## src/rtl/ifid_stage_reg.sv

```systemverilog
// IF/ID pipeline register for the WISC pipeline: captures fetch, pre-splits decode
// fields, and sequences call bubbles and return waits through a small FSM.
module ifid_stage_reg #(
    parameter int          PC_W         = 16,
    parameter logic [15:0] NOP_INSTR    = 16'hF000,
    parameter int          CALL_BUBBLES = 1,
    parameter int          RET_TIMEOUT  = 8
) (
    input  logic            clk,
    input  logic            rst,
    input  logic [15:0]     instr_in,
    input  logic [PC_W-1:0] pc_in,
    input  logic            valid_in,
    input  logic            data_hazard,
    input  logic            pc_hazard,
    input  logic            call,
    input  logic            ret_control,
    input  logic            ret_pc,
    output logic [15:0]     instr_out,
    output logic            valid_out,
    output logic [PC_W-1:0] pc_out,
    output logic [2:0]      branch_cond,
    output logic [3:0]      reg_rd,
    output logic [3:0]      reg_rs,
    output logic [3:0]      reg_rt,
    output logic [3:0]      arith_imm,
    output logic [7:0]      load_save_imm,
    output logic [11:0]     call_target,
    output logic            fetch_stall,
    output logic            ret_timeout_err,
    output logic [1:0]      state_dbg        // 0=RUN, 1=CALL_DRAIN, 2=RET_WAIT
);

    typedef enum logic [1:0] {
        RUN        = 2'd0,
        CALL_DRAIN = 2'd1,
        RET_WAIT   = 2'd2
    } state_t;

    typedef enum logic [1:0] {
        ACT_HOLD   = 2'd0,
        ACT_BUBBLE = 2'd1,
        ACT_LOAD   = 2'd2
    } action_t;

    localparam logic [3:0] CNT_INIT = 4'(CALL_BUBBLES - 1);
    localparam logic [8:0] RET_TO   = 9'(RET_TIMEOUT);

    state_t     state, state_nxt;
    action_t    action;
    logic [3:0] cnt;
    logic [7:0] wcnt;
    logic [8:0] wcnt_inc;

    assign state_dbg = state;
    assign wcnt_inc  = {1'b0, wcnt} + 9'd1;

    always_ff @(posedge clk or posedge rst) begin
        if (rst) begin
            state <= RUN;
        end else begin
            state <= state_nxt;
        end
    end

    always_comb begin
        state_nxt = state;
        case (state)
            RUN: begin
                if (pc_hazard) begin
                    state_nxt = RUN;
                end else if (call) begin
                    state_nxt = (CALL_BUBBLES == 1) ? RUN : CALL_DRAIN;
                end else if (ret_control) begin
                    state_nxt = RET_WAIT;
                end
            end
            CALL_DRAIN: begin
                if (cnt == 4'd1) begin
                    state_nxt = RUN;
                end
            end
            RET_WAIT: begin
                if (ret_pc) begin
                    state_nxt = RUN;
                end
            end
            default: state_nxt = RUN;
        endcase
    end

    // Only RUN can hold or load; the other states always emit bubbles.
    always_comb begin
        action      = ACT_BUBBLE;
        fetch_stall = (state != RUN) | call | ret_control | (data_hazard & ~pc_hazard);
        if (state == RUN) begin
            if (pc_hazard || call || ret_control) begin
                action = ACT_BUBBLE;
            end else if (data_hazard) begin
                action = ACT_HOLD;
            end else if (!valid_in) begin
                action = ACT_BUBBLE;
            end else begin
                action = ACT_LOAD;
            end
        end
    end

    always_ff @(posedge clk or posedge rst) begin
        if (rst) begin
            cnt             <= 4'd0;
            wcnt            <= 8'd0;
            ret_timeout_err <= 1'b0;
        end else begin
            case (state)
                RUN: begin
                    if (!pc_hazard && call) begin
                        cnt <= CNT_INIT;
                    end else if (!pc_hazard && ret_control) begin
                        wcnt <= 8'd0;
                    end
                end
                CALL_DRAIN: begin
                    cnt <= cnt - 4'd1;
                end
                RET_WAIT: begin
                    if (!ret_pc) begin
                        if (wcnt != 8'hFF) begin
                            wcnt <= wcnt + 8'd1;
                        end
                        if (wcnt_inc >= RET_TO) begin
                            ret_timeout_err <= 1'b1;
                        end
                    end
                end
                default: begin
                    cnt <= 4'd0;
                end
            endcase
        end
    end

    // Decode fields and PC only move on a load so ID still sees the last real fetch.
    always_ff @(posedge clk or posedge rst) begin
        if (rst) begin
            instr_out     <= NOP_INSTR;
            valid_out     <= 1'b0;
            pc_out        <= '0;
            branch_cond   <= 3'd0;
            reg_rd        <= 4'd0;
            reg_rs        <= 4'd0;
            reg_rt        <= 4'd0;
            arith_imm     <= 4'd0;
            load_save_imm <= 8'd0;
            call_target   <= 12'd0;
        end else begin
            case (action)
                ACT_LOAD: begin
                    instr_out     <= instr_in;
                    valid_out     <= 1'b1;
                    pc_out        <= pc_in;
                    branch_cond   <= instr_in[10:8];
                    reg_rd        <= instr_in[11:8];
                    reg_rs        <= instr_in[7:4];
                    reg_rt        <= instr_in[3:0];
                    arith_imm     <= instr_in[3:0];
                    load_save_imm <= instr_in[7:0];
                    call_target   <= instr_in[11:0];
                end
                ACT_BUBBLE: begin
                    instr_out <= NOP_INSTR;
                    valid_out <= 1'b0;
                end
                default: begin
                    instr_out <= instr_out;
                end
            endcase
        end
    end

endmodule

```

## config.mk

```make
export PLATFORM = sky130hd
export DESIGN_NAME = ifid_stage_reg
export DESIGN_NICKNAME = d
export VERILOG_FILES = /design/src/rtl/ifid_stage_reg.sv
export SDC_FILE = /design/constraint.sdc
export NUM_CORES = 1
export LEC_CHECK = 0
export BUFFER_PORTS_ARGS = -buffer_cell sky130_fd_sc_hd__buf_4
export CORE_UTILIZATION = 50
export DETAILED_ROUTE_END_ITERATION = 16
export PLACE_DENSITY = 0.91
export RECOVER_POWER = 100
export SLEW_MARGIN = 20
export SYNTH_ARGS = -nofsm -noshare
export SYNTH_HDL_FRONTEND = slang
export SYNTH_SLANG_ARGS = --single-unit
```

## constraint.sdc

```tcl
create_clock -name clk -period 3.8 [get_ports clk]
set_clock_uncertainty 0.2 [all_clocks]
set_input_delay 0.57 -clock clk [delete_from_list [all_inputs] [get_ports clk]]
set_output_delay 0.57 -clock clk [all_outputs]
set_load 0.01 [all_outputs]
```

# After elaboration in Yosys (flattened, before gate mapping)
# Cells that the tools add are included.
[op_classes]
eq_ne = 14
bitwise_logic = 7
muxes = 19
magnitude_cmp = 1
reduce_logical = 13
add_sub_neg = 3
[op_table]
columns = ["operator", "n"]
rows = [
  ["$mux W8", 4],
  ["$pmux W16 S2", 1],
  ["$mux W2", 9],
  ["$pmux W8 S2", 1],
  ["$pmux W4 S3", 1],
  ["$ne A2 B2 Y1 const B", 5],
  ["$add A8 B1 Y9 const B", 1],
  ["$ge A9 B4 Y1 const B", 1],
  ["$add A8 B1 Y8 const B", 1],
  ["$ne A8 B8 Y1 const B", 1],
  ["$pmux W2 S3", 1],
  ["$reduce_and A3 Y1", 2],
  ["$reduce_bool A2 Y1", 3],
  ["$reduce_and A5 Y1", 1],
  ["$eq A2 B1 Y1 const B", 2],
  ["$eq A2 B2 Y1 const B", 2],
  ["$eq A4 B1 Y1 const B", 1],
  ["$mux W4", 1],
  ["$ne A2 B1 Y1 const B", 2],
  ["$ne A4 B4 Y1 const B", 1],
  ["$sub A4 B1 Y4 const B", 1],
  ["$not A1 Y1", 3],
  ["$or A1 B1 Y1", 3],
  ["$logic_and A1 B1 Y1", 2],
  ["other kinds (6)", 7],
]
[totals]
wordCells = 70
output_inout_bits = 76
regBits = 83
inputBits = 40

# Longest topological paths before layout
# Gate-level depths: netlist of the first run.
[depth]
depth_word = 6
depth_mapped = 9

# Least setup slack after synthesis of the first run
# Ideal clock, no wire load.
[synth_path]
kind = "reg-to-reg"
startpoint = "register state[1] (netlist: state_dbg[1])"
endpoint = "register arith_imm[0]"
arrival_ns = 1.969
synth_period_minus_slack_ns = 2.294
path_stages_with_launch = 9
setup_ns = 0.125
path_slack_ns = 1.506
required_ns = 3.475
cell_sequence = "dfrtp_1 -> buf_2 -> nor4_1 -> nand3_1 -> inv_1 -> ha_1 -> buf_2 -> buf_2 -> mux2_2"
[synth_via]
elab_chain_len = 3
[synth_rtl]
columns = ["element", "line_no", "source"]
rows = [
  ["start, declared", "49", "state_t state, state_nxt;"],
  ["start signal, assigned", "62", "state <= state_nxt;"],
  ["$logic_not A2 Y1", "96", "if (state == RUN) begin"],
  ["$mux W2", "96", ""],
  ["$eq A2 B2 Y1", "157", "case (action)"],
  ["end signal, assigned", "166", "arith_imm <= instr_in[3:0];"],
  ["end, declared", "26", "output logic [3:0] arith_imm,"],
]
# No other way between the ends.
# A chain may end at the register's enable or synchronous reset.

# Final worst setup path of the first run
[layout_path]
startpoint = "register state[1] (netlist: state_dbg[1])"
endpoint = "register instr_out[2]"
[layout_via]
elab_chain_len = 4
elab_cells_between_ends = 6
[layout_rtl]
columns = ["element", "line_no", "source"]
rows = [
  ["$logic_not A2 Y1 (*)", "96", ""],
  ["$mux W2 (*)", "96", ""],
  ["$eq A2 B1 Y1 / $eq A2 B2 Y1 (equally long branches)", "157", ""],
  ["$pmux W16 S2 / $reduce_bool A2 Y1 (equally long branches)", "n/a", ""],
  ["end signal, assigned", "159", "instr_out <= instr_in;"],
  ["end signal, assigned", "175", "instr_out <= instr_out;"],
  ["end, declared", "19", "output logic [15:0] instr_out,"],
]
# Every way passes the cells marked *; elsewhere a longest branch is shown, timed or not.

==> results of run 1 <==
[per-stage QoR]
| step | cell area (um2) | worst slack (ns) | std cells |
|---|---|---|---|
| after floorplan | 2580 | 1.51 | 221 |
| after global placement | 3250 | 1.10 | 363 |
| after detailed placement | 3250 | 0.987 | 363 |
| after CTS | 3340 | 1.11 | 371 |
| after global routing | 3060 | 0.863 | 371 |
| final | 3060 | 1.15 | 371 |
[cells in the final DEF (no fill, tap or decap), types with 2 or more instances in the layout]
| cell type | count |
|---|---|
| clkbuf_1 | 75 |
| dfrtp_1 | 51 |
| buf_4 | 40 |
| mux2_2 | 28 |
| nand2_1 | 15 |
| o21ai_0 | 12 |
| a22o_1 | 7 |
| nor2_1 | 6 |
| nand2b_1 | 6 |
| nand3_1 | 6 |
| mux2i_1 | 5 |
| inv_1 | 5 |
| clkbuf_8 | 5 |
| and3_1 | 3 |
| nor2b_1 | 3 |
| a31oi_1 | 3 |
| ha_1 | 3 |
| nand4_1 | 2 |
| a21oi_1 | 2 |
| a22oi_1 | 2 |
| a311oi_1 | 2 |
| dfstp_1 | 2 |
| dfstp_2 | 2 |
[sequential cells by signal, summed over array words and instances, names as in the netlist]
register         cells
branch_cond          2
arith_imm            3
load_save_imm        1
valid_out            1
reg_rd               2
instr_out           16
wcnt                 8
reg_rs               3
ret_timeout_err      1
call_target          1
pc_out              16
state_dbg            1
[layout make-up]
cell class                      instances  area share [%]
Tap cell                               67            2.74
Clock inverter                          1           0.164
Timing Repair Buffer                  115            19.2
Sequential cell                        55            45.2
Multi-Input combinational cell        120            29.4
Clock buffer                            7            2.50
Inverter                                6           0.778
[power by group through the flow]
stage	registers (mW)	logic [mW]	clock network, mW
after detailed placement	0.657	0.189	0
after floorplan	0.662	0.0904	0
final	0.643	0.153	0.303
after global routing	0.649	0.172	0.335
after CTS	0.645	0.189	0.314
after global placement	0.654	0.183	0
[cells in the mapped netlist]
cell type and n:
mux2_2 28, buf_4 30, mux2i_1 5, dfstp_2 4
a21o_1 1, o32a_1 1, nor2b_1 3, a21boi_0 1
nand2_1 15, and3_1 2, a22o_1 7, buf_2 4
and2b_1 1, nand3_1 6, o21ai_2 1, inv_1 6
a21oi_1 2, or4b_1 1, ha_1 3, nand2b_1 6
and3_2 2, o21ai_0 12, xor2_1 1, a2bb2oi_1 1
o21a_1 1, clkbuf_1 4, dfrtp_1 51, buf_6 1
o21ba_2 1, clkbuf_2 1, a22oi_1 2, nor3_1 1
a31oi_1 3, nor4_1 1, a311oi_1 2, nand4_1 2
nor2_1 6, conb_1 1, a31o_1 1
[worst max-delay path: stages (launching register included)]
cell and delay [ns]:
dfrtp_1 0.51, nor4_1 0.43, nand3_1 0.16, inv_1 0.08
ha_1 0.61, nor2_1 0.29, a22o_1 0.27
[worst max path at each step]
stage	startpoint	slack [ns]	end
after floorplan	state_dbg[1]$_DFFE_PP0P_	1.51	arith_imm[0]$_DFFE_PP0N_
after detailed placement	call	0.99	instr_out[2]$_DFFE_PP0P_
after global routing	state_dbg[1]$_DFFE_PP0P_	0.86	instr_out[5]$_DFFE_PP0P_
final	state_dbg[1]$_DFFE_PP0P_	1.15	instr_out[2]$_DFFE_PP0P_
after global placement	call	1.10	instr_out[6]$_DFFE_PP0P_
after CTS	state_dbg[1]$_DFFE_PP0P_	1.11	instr_out[2]$_DFFE_PP0P_
[routing by layer]
| metal | vias up | wire length (um) | track usage (%) | share of wire [%] |
|---|---|---|---|---|
| li1 | 897 | - | - | - |
| met4 | 0 | 82 | 8.33 | 1.6 |
| met2 | 87 | 2610 | 36.2 | 50 |
| met1 | 926 | 2150 | 24.8 | 41 |
| met3 | 7 | 352 | 3.98 | 6.8 |
| met5 | - | 0 | 0 | 0 |
[cells by family (layout without fill, tap and decap cells)]
family          after synthesis  after routing  synth area share (%)
buf+inv                      46            129                  11.6
fa+ha+maj                     3              3                  1.45
xor+xnor                      1              1                 0.339
mux                          33             33                  14.2
flops                        55             55                  53.5
compound gates               36             36                  9.74
other cells                   1              1                 0.145
simple gates                 46             46                  9.06
==> summary.md, run 1 <==
| Metric | Value |
|---|---|
| Antenna violations before repair | `0` |
| Yosys warns | `0` |
| Failing checks | `capacitance limit, slew limit` |
| Syn Area/Cell | `11.7 um2` |
| Share of layout cells above drive strength 1 | `27.0%` |
| # IOs | `116` |
| H-Tree Depth | `2` |
| PD cells | `360 mW/mm2` |
| Grt ovf | `0` |
| Drt drc | `0` |
| Starting Density | `53.2%` |
| CP Capture Type | `flop` |
| Post-detail-place hpwl | `3890 um` |
| Reg2Reg Setup Slack | `1.15 ns` |
| Row count | `25` |
| Filler cell count | `476` |
| Post-cts sizing count | `0` |
| Reg2Reg Depth | `6` |
| CTS tree | `yes` |
| Sequential share of power | `58.5%` |
| Largest net degree at the start of global routing | `56` |
| Clk pwr share | `27.5%` |
| Post-Syn Area | `0.00258 mm2` |
| Vias in the first global route | `1,858` |
| Drt pass-1 iters | `4` |
| Layout Utilization | `63.0%` |
| Final setup viols | `0` |
| Max cap viols | `1` |
| Die span in y | `73.9 um` |
| Worst VDD drop | `0.258 mV` |
| Slew Viols, Final | `56` |
| Net Sw Frac | `25.5%` |
| CP startpoint kind | `flop` |
| Worst Hold Depth | `2` |
| Hold path startpoint | `instr_in[8]` |
| Fmax | `0.377 GHz` |
| Worst Hold End | `instr_out[8]$_DFFE_PP0P_` |
| Slew @ Worst Pin | `2.31 ns` |
| Post-synthesis sequential area ratio | `53.5%` |
| Tmin final | `2.65 ns` |
| Via count of the routed design | `1,917` |
| Switching power | `0.280 mW` |
| Crit Path Max Fanout | `27` |
| Fin nets | `346` |
| Tcrit/Tclk final | `69.7%` |
| Arrival time at the worst endpoint | `2.65 ns` |
| Comb power frac | `14.0%` |
| DIE AREA | `0.00545 mm2` |
| Worst slew margin | `-54.8%` |
| Clock tree buffer depth | `2` |
| Post-synthesis cell count | `221` |
| Die span in x | `73.9 um` |
| Yosys top cell area share | `49.4%` |
| CTS Root Cell | `clkbuf_8` |
| Hold buffer count at cts | `0` |
| GRT Total Usage | `20.6%` |
| CTS Sinks | `55` |
| Worst R2R Start | `state_dbg[1]$_DFFE_PP0P_` |
| Footprint of the multi-input gates | `900 um2` |
| Sum Neg Setup Slack | `0 ns` |
| Hold WS | `0.288 ns` |
| First-pass GRT wire length | `8420 um` |
| N_diodes | `0` |
| Storage element area | `0.00138 mm2` |
| WS Path Type | `reg -> reg` |
| Core area | `0.00485 mm2` |
| Syn-to-layout area delta | `18.4%` |
| Cell taking the most area after synthesis | `dfrtp_1` |
| Vias per cell | `5.17` |
| Clock insertion delay at the later pin of the skew report | `0.30 ns` |
| Worst r2r dst | `instr_out[2]$_DFFE_PP0P_` |
| DR WL/cell | `14.0 um` |
| Status | `finished with violations` |
| Post-route antenna net violation count | `0` |
| Clock transition at path regs | `0.09 ns` |
| Setup repair bufs after CTS | `0` |
| Ranking of synthesized cells by area | `dfrtp_1 (49%), mux2_2 (12%), buf_4 (8.7%)` |
| TritonCTS buffer count | `5` |
| Leak | `1.46 nW` |
| IO buf count | `114` |
| GP Congestion | `0.857` |
| Total Wirelength | `5200 um` |
| RSZ-0062 raised after global routing | `no` |
| Post-synth cell types | `39` |
| Yosys reg bits | `55` |
| Hold crit path type | `in -> reg` |
| Mapped Nets | `264` |
| Overall power | `1.10 mW` |
| Internal power | `0.819 mW` |
| Fin. Hold Viols | `0` |
| CP required | `3.80 ns` |
| 1st-iter DRT viols | `63` |
No activity file was read; power rests on OpenSTA's default activity.
==> inputs of run 2 (changes only) <==
- CORE_UTILIZATION: 50 -> 42
- PLACE_DENSITY: 0.91 -> 0.82
- clock period: 3.8 -> 2.25 ns (I/O delays scaled with it)
==> summary.md, run 2 (synthesized netlist as in run 1, its figures left out) <==
| Metric | Value |
|---|---|
| Status | `completed` |
| GP Congestion | `0.797 (-7.0%)` |
| Top Registers | `instr_out: 16 flops, pc_out: 16 flops, wcnt: 8 flops` |
| TritonCTS buffer count | `5 (unchanged)` |
| N_diodes | `0 (unchanged)` |
| Worst Hold End | `instr_out[10]$_DFFE_PP0P_` |
| CTS Sinks | `55 (unchanged)` |
| Slowest CP cell | `dfrtp_1` |
| Max cap viols | `0 (-1)` |
| H-Tree Depth | `2 (unchanged)` |
| Filler cell count | `583 (+22%)` |
| CP required | `2.23 ns (-1.57 ns)` |
| Tmin final | `2.10 ns (-0.548 ns)` |
| Dpl cell area | `0.00333 mm2 (+2.4%)` |
| IO buf count | `114 (unchanged)` |
| CP startpoint kind | `flop` |
| Hold crit path type | `in -> reg` |
| Clock transition at path regs | `0.09 ns (about the same)` |
| Drt drc | `0 (unchanged)` |
| Starting Density | `43.6% (-9.6 points)` |
| Hold WS | `0.0609 ns (-0.227 ns)` |
| Fin nets | `353 (+2.0%)` |
| Final Instance Area | `0.00314 mm2 (+2.6%)` |
| Final setup viols | `0 (unchanged)` |
| Worst Hold Depth | `2 (unchanged)` |
| RSZ-0062 raised after global routing | `no` |
| Clock insertion delay at the later pin of the skew report | `0.29 ns (about the same)` |
| Commonest cells after routing, fill and taps aside | `clkbuf_1 (74), dfrtp_1 (51), buf_4 (41)` |
| Largest net degree at the start of global routing | `30 (-46%)` |
| Reg2Reg Depth | `6 (unchanged)` |
| M2 GR Usage | `28.3% (-7.9 points)` |
| Worst slew margin | `30.2% (+85 points)` |
| Commonest non-fill, non-tap cell in the layout | `clkbuf_1` |
| CP Capture Type | `flop` |
| Post-detail-place hpwl | `3970 um (+2.2%)` |
| First-pass GRT wire length | `8120 um (-3.5%)` |
| Die span in x | `80.4 um (+8.9%)` |
| Total Wirelength | `5320 um (+2.3%)` |
| Overall power | `1.87 mW (+70%)` |
| Layout Utilization | `53.0% (-10 points)` |
| Worst r2r dst | `reg_rs[0]$_DFFE_PP0N_` |
| 1st-iter DRT viols | `63 (unchanged)` |
| Drt pass-1 iters | `5 (+1)` |
| Row count | `28 (+12%)` |
| Leak | `1.50 nW (+2.7%)` |
| PD cells | `596 mW/mm2 (+66%)` |
| CTS tree | `yes` |
| Reg2Reg Setup Slack | `0.15 ns (-1.00 ns)` |
| Slew Viols, Final | `0 (-100%)` |
| Worst VDD drop | `0.342 mV (+32%)` |
| Post-cts sizing count | `0 (unchanged)` |
| Met3 Use GR | `3.30% (-0.68 points)` |
| GRT Total Usage | `16.3% (-4.4 points)` |
| CTS Root Cell | `clkbuf_8` |
| Crit path largest cell delay | `0.39 ns (-0.22 ns)` |
| Vias in the first global route | `1,750 (-5.8%)` |
| DR WL/cell | `13.8 um (-1.6%)` |
| Hold path startpoint | `instr_in[10]` |
| Tcrit/Tclk final | `93.4% (+24 points)` |
| Clock tree buffer depth | `2 (unchanged)` |
| Crit Path Max Fanout | `28 (+3.7%)` |
| Core area | `0.00592 mm2 (+22%)` |
| Most used routing layer | `met2` |
| Syn-to-layout area delta | `21.5%` |
| Via count of the routed design | `1,954 (+1.9%)` |
| Vias per cell | `5.06 (-2.0%)` |
| WS Path Type | `reg -> reg` |
| Fin. Hold Viols | `0 (unchanged)` |
| # IOs | `116 (unchanged)` |
| Worst-path cell chain | `nor4_1, nand3_1, inv_1, ha_1, buf_6, mux2_2` |
| Fmax | `0.476 GHz (+26%)` |
| DIE AREA | `0.00646 mm2 (+19%)` |
| Worst R2R Start | `state_dbg[1]$_DFFE_PP0P_` |
| Grt ovf | `0 (unchanged)` |
| Arrival time at the worst endpoint | `2.08 ns (-0.57 ns)` |
| Global Route met1 Usage | `20.9% (-4.0 points)` |
| Share of layout cells above drive strength 1 | `28.6% (+1.6 points)` |
| Antenna violations before repair | `0 (unchanged)` |
| Post-route antenna net violation count | `0 (unchanged)` |
| Die span in y | `80.4 um (+8.9%)` |
| Slew @ Worst Pin | `1.05 ns (-1.26 ns)` |
==> run 2: area by class of cell <==
class	instances	area, um2	share of cell area (%)
Clock buffer	6	72.6	2.31
Inverter	6	22.5	0.718
Timing Repair Buffer	122	653	20.8
Clock inverter	2	12.5	0.399
Tap cell	75	93.8	2.99
Multi-Input combinational cell	120	901	28.7
Sequential cell	55	1380	44.0
==> run 2: worst max-delay path: cells and delay by family, from the launching register on <==
family	cells	cell delay, ns
flops	1	0.39
simple gates	2	0.54
buf+inv	2	0.33
mux	1	0.38
fa+ha+maj	1	0.15
==> run 2: worst max path at each step <==
stage	slack [ns]	startpoint	cells past startpoint	to
floorplan	-0.04	state_dbg[1]$_DFFE_PP0P_	8	arith_imm[0]$_DFFE_PP0N_
global placement	0.19	call	7	reg_rs[2]$_DFFE_PP0N_
detailed placement	0.09	call	7	reg_rs[0]$_DFFE_PP0N_
CTS	0.16	state_dbg[1]$_DFFE_PP0P_	6	reg_rs[0]$_DFFE_PP0N_
global route	0.01	state_dbg[1]$_DFFE_PP0P_	6	branch_cond[1]$_DFFE_PP0N_
finish	0.15	state_dbg[1]$_DFFE_PP0P_	6	reg_rs[0]$_DFFE_PP0N_
==> run 2: layer usage <==
metal,vias to the layer above,wire (um)
met5,-,0
met4,0,15
met3,2,429
met2,78,2610
met1,960,2270
li1,914,-
==> run 2: per-stage QoR <==
step / setup TNS [ns] / std cells / setup WS, ns
floorplan: -0.886 / 221 / -0.0443
global placement: 0 / 377 / 0.191
detailed placement: 0 / 377 / 0.0864
CTS: 0 / 386 / 0.157
global route: 0 / 386 / 0.0103
finish: 0 / 386 / 0.148
==> run 2: what timing repair did <==
action | in CTS | in global routing
buffers inserted | 0 | 0
endpoints found under the hold margin | 23 | 0
hold buffers | 1 | 0
==> run 2: where the power goes <==
group / internal (mW) / total [mW] / switching (mW) / leakage, nW
Combinational: 0.129 / 0.275 / 0.146 / 0.718
Sequential: 1.04 / 1.08 / 0.0408 / 0.742
Clock: 0.218 / 0.510 / 0.292 / 0.0412
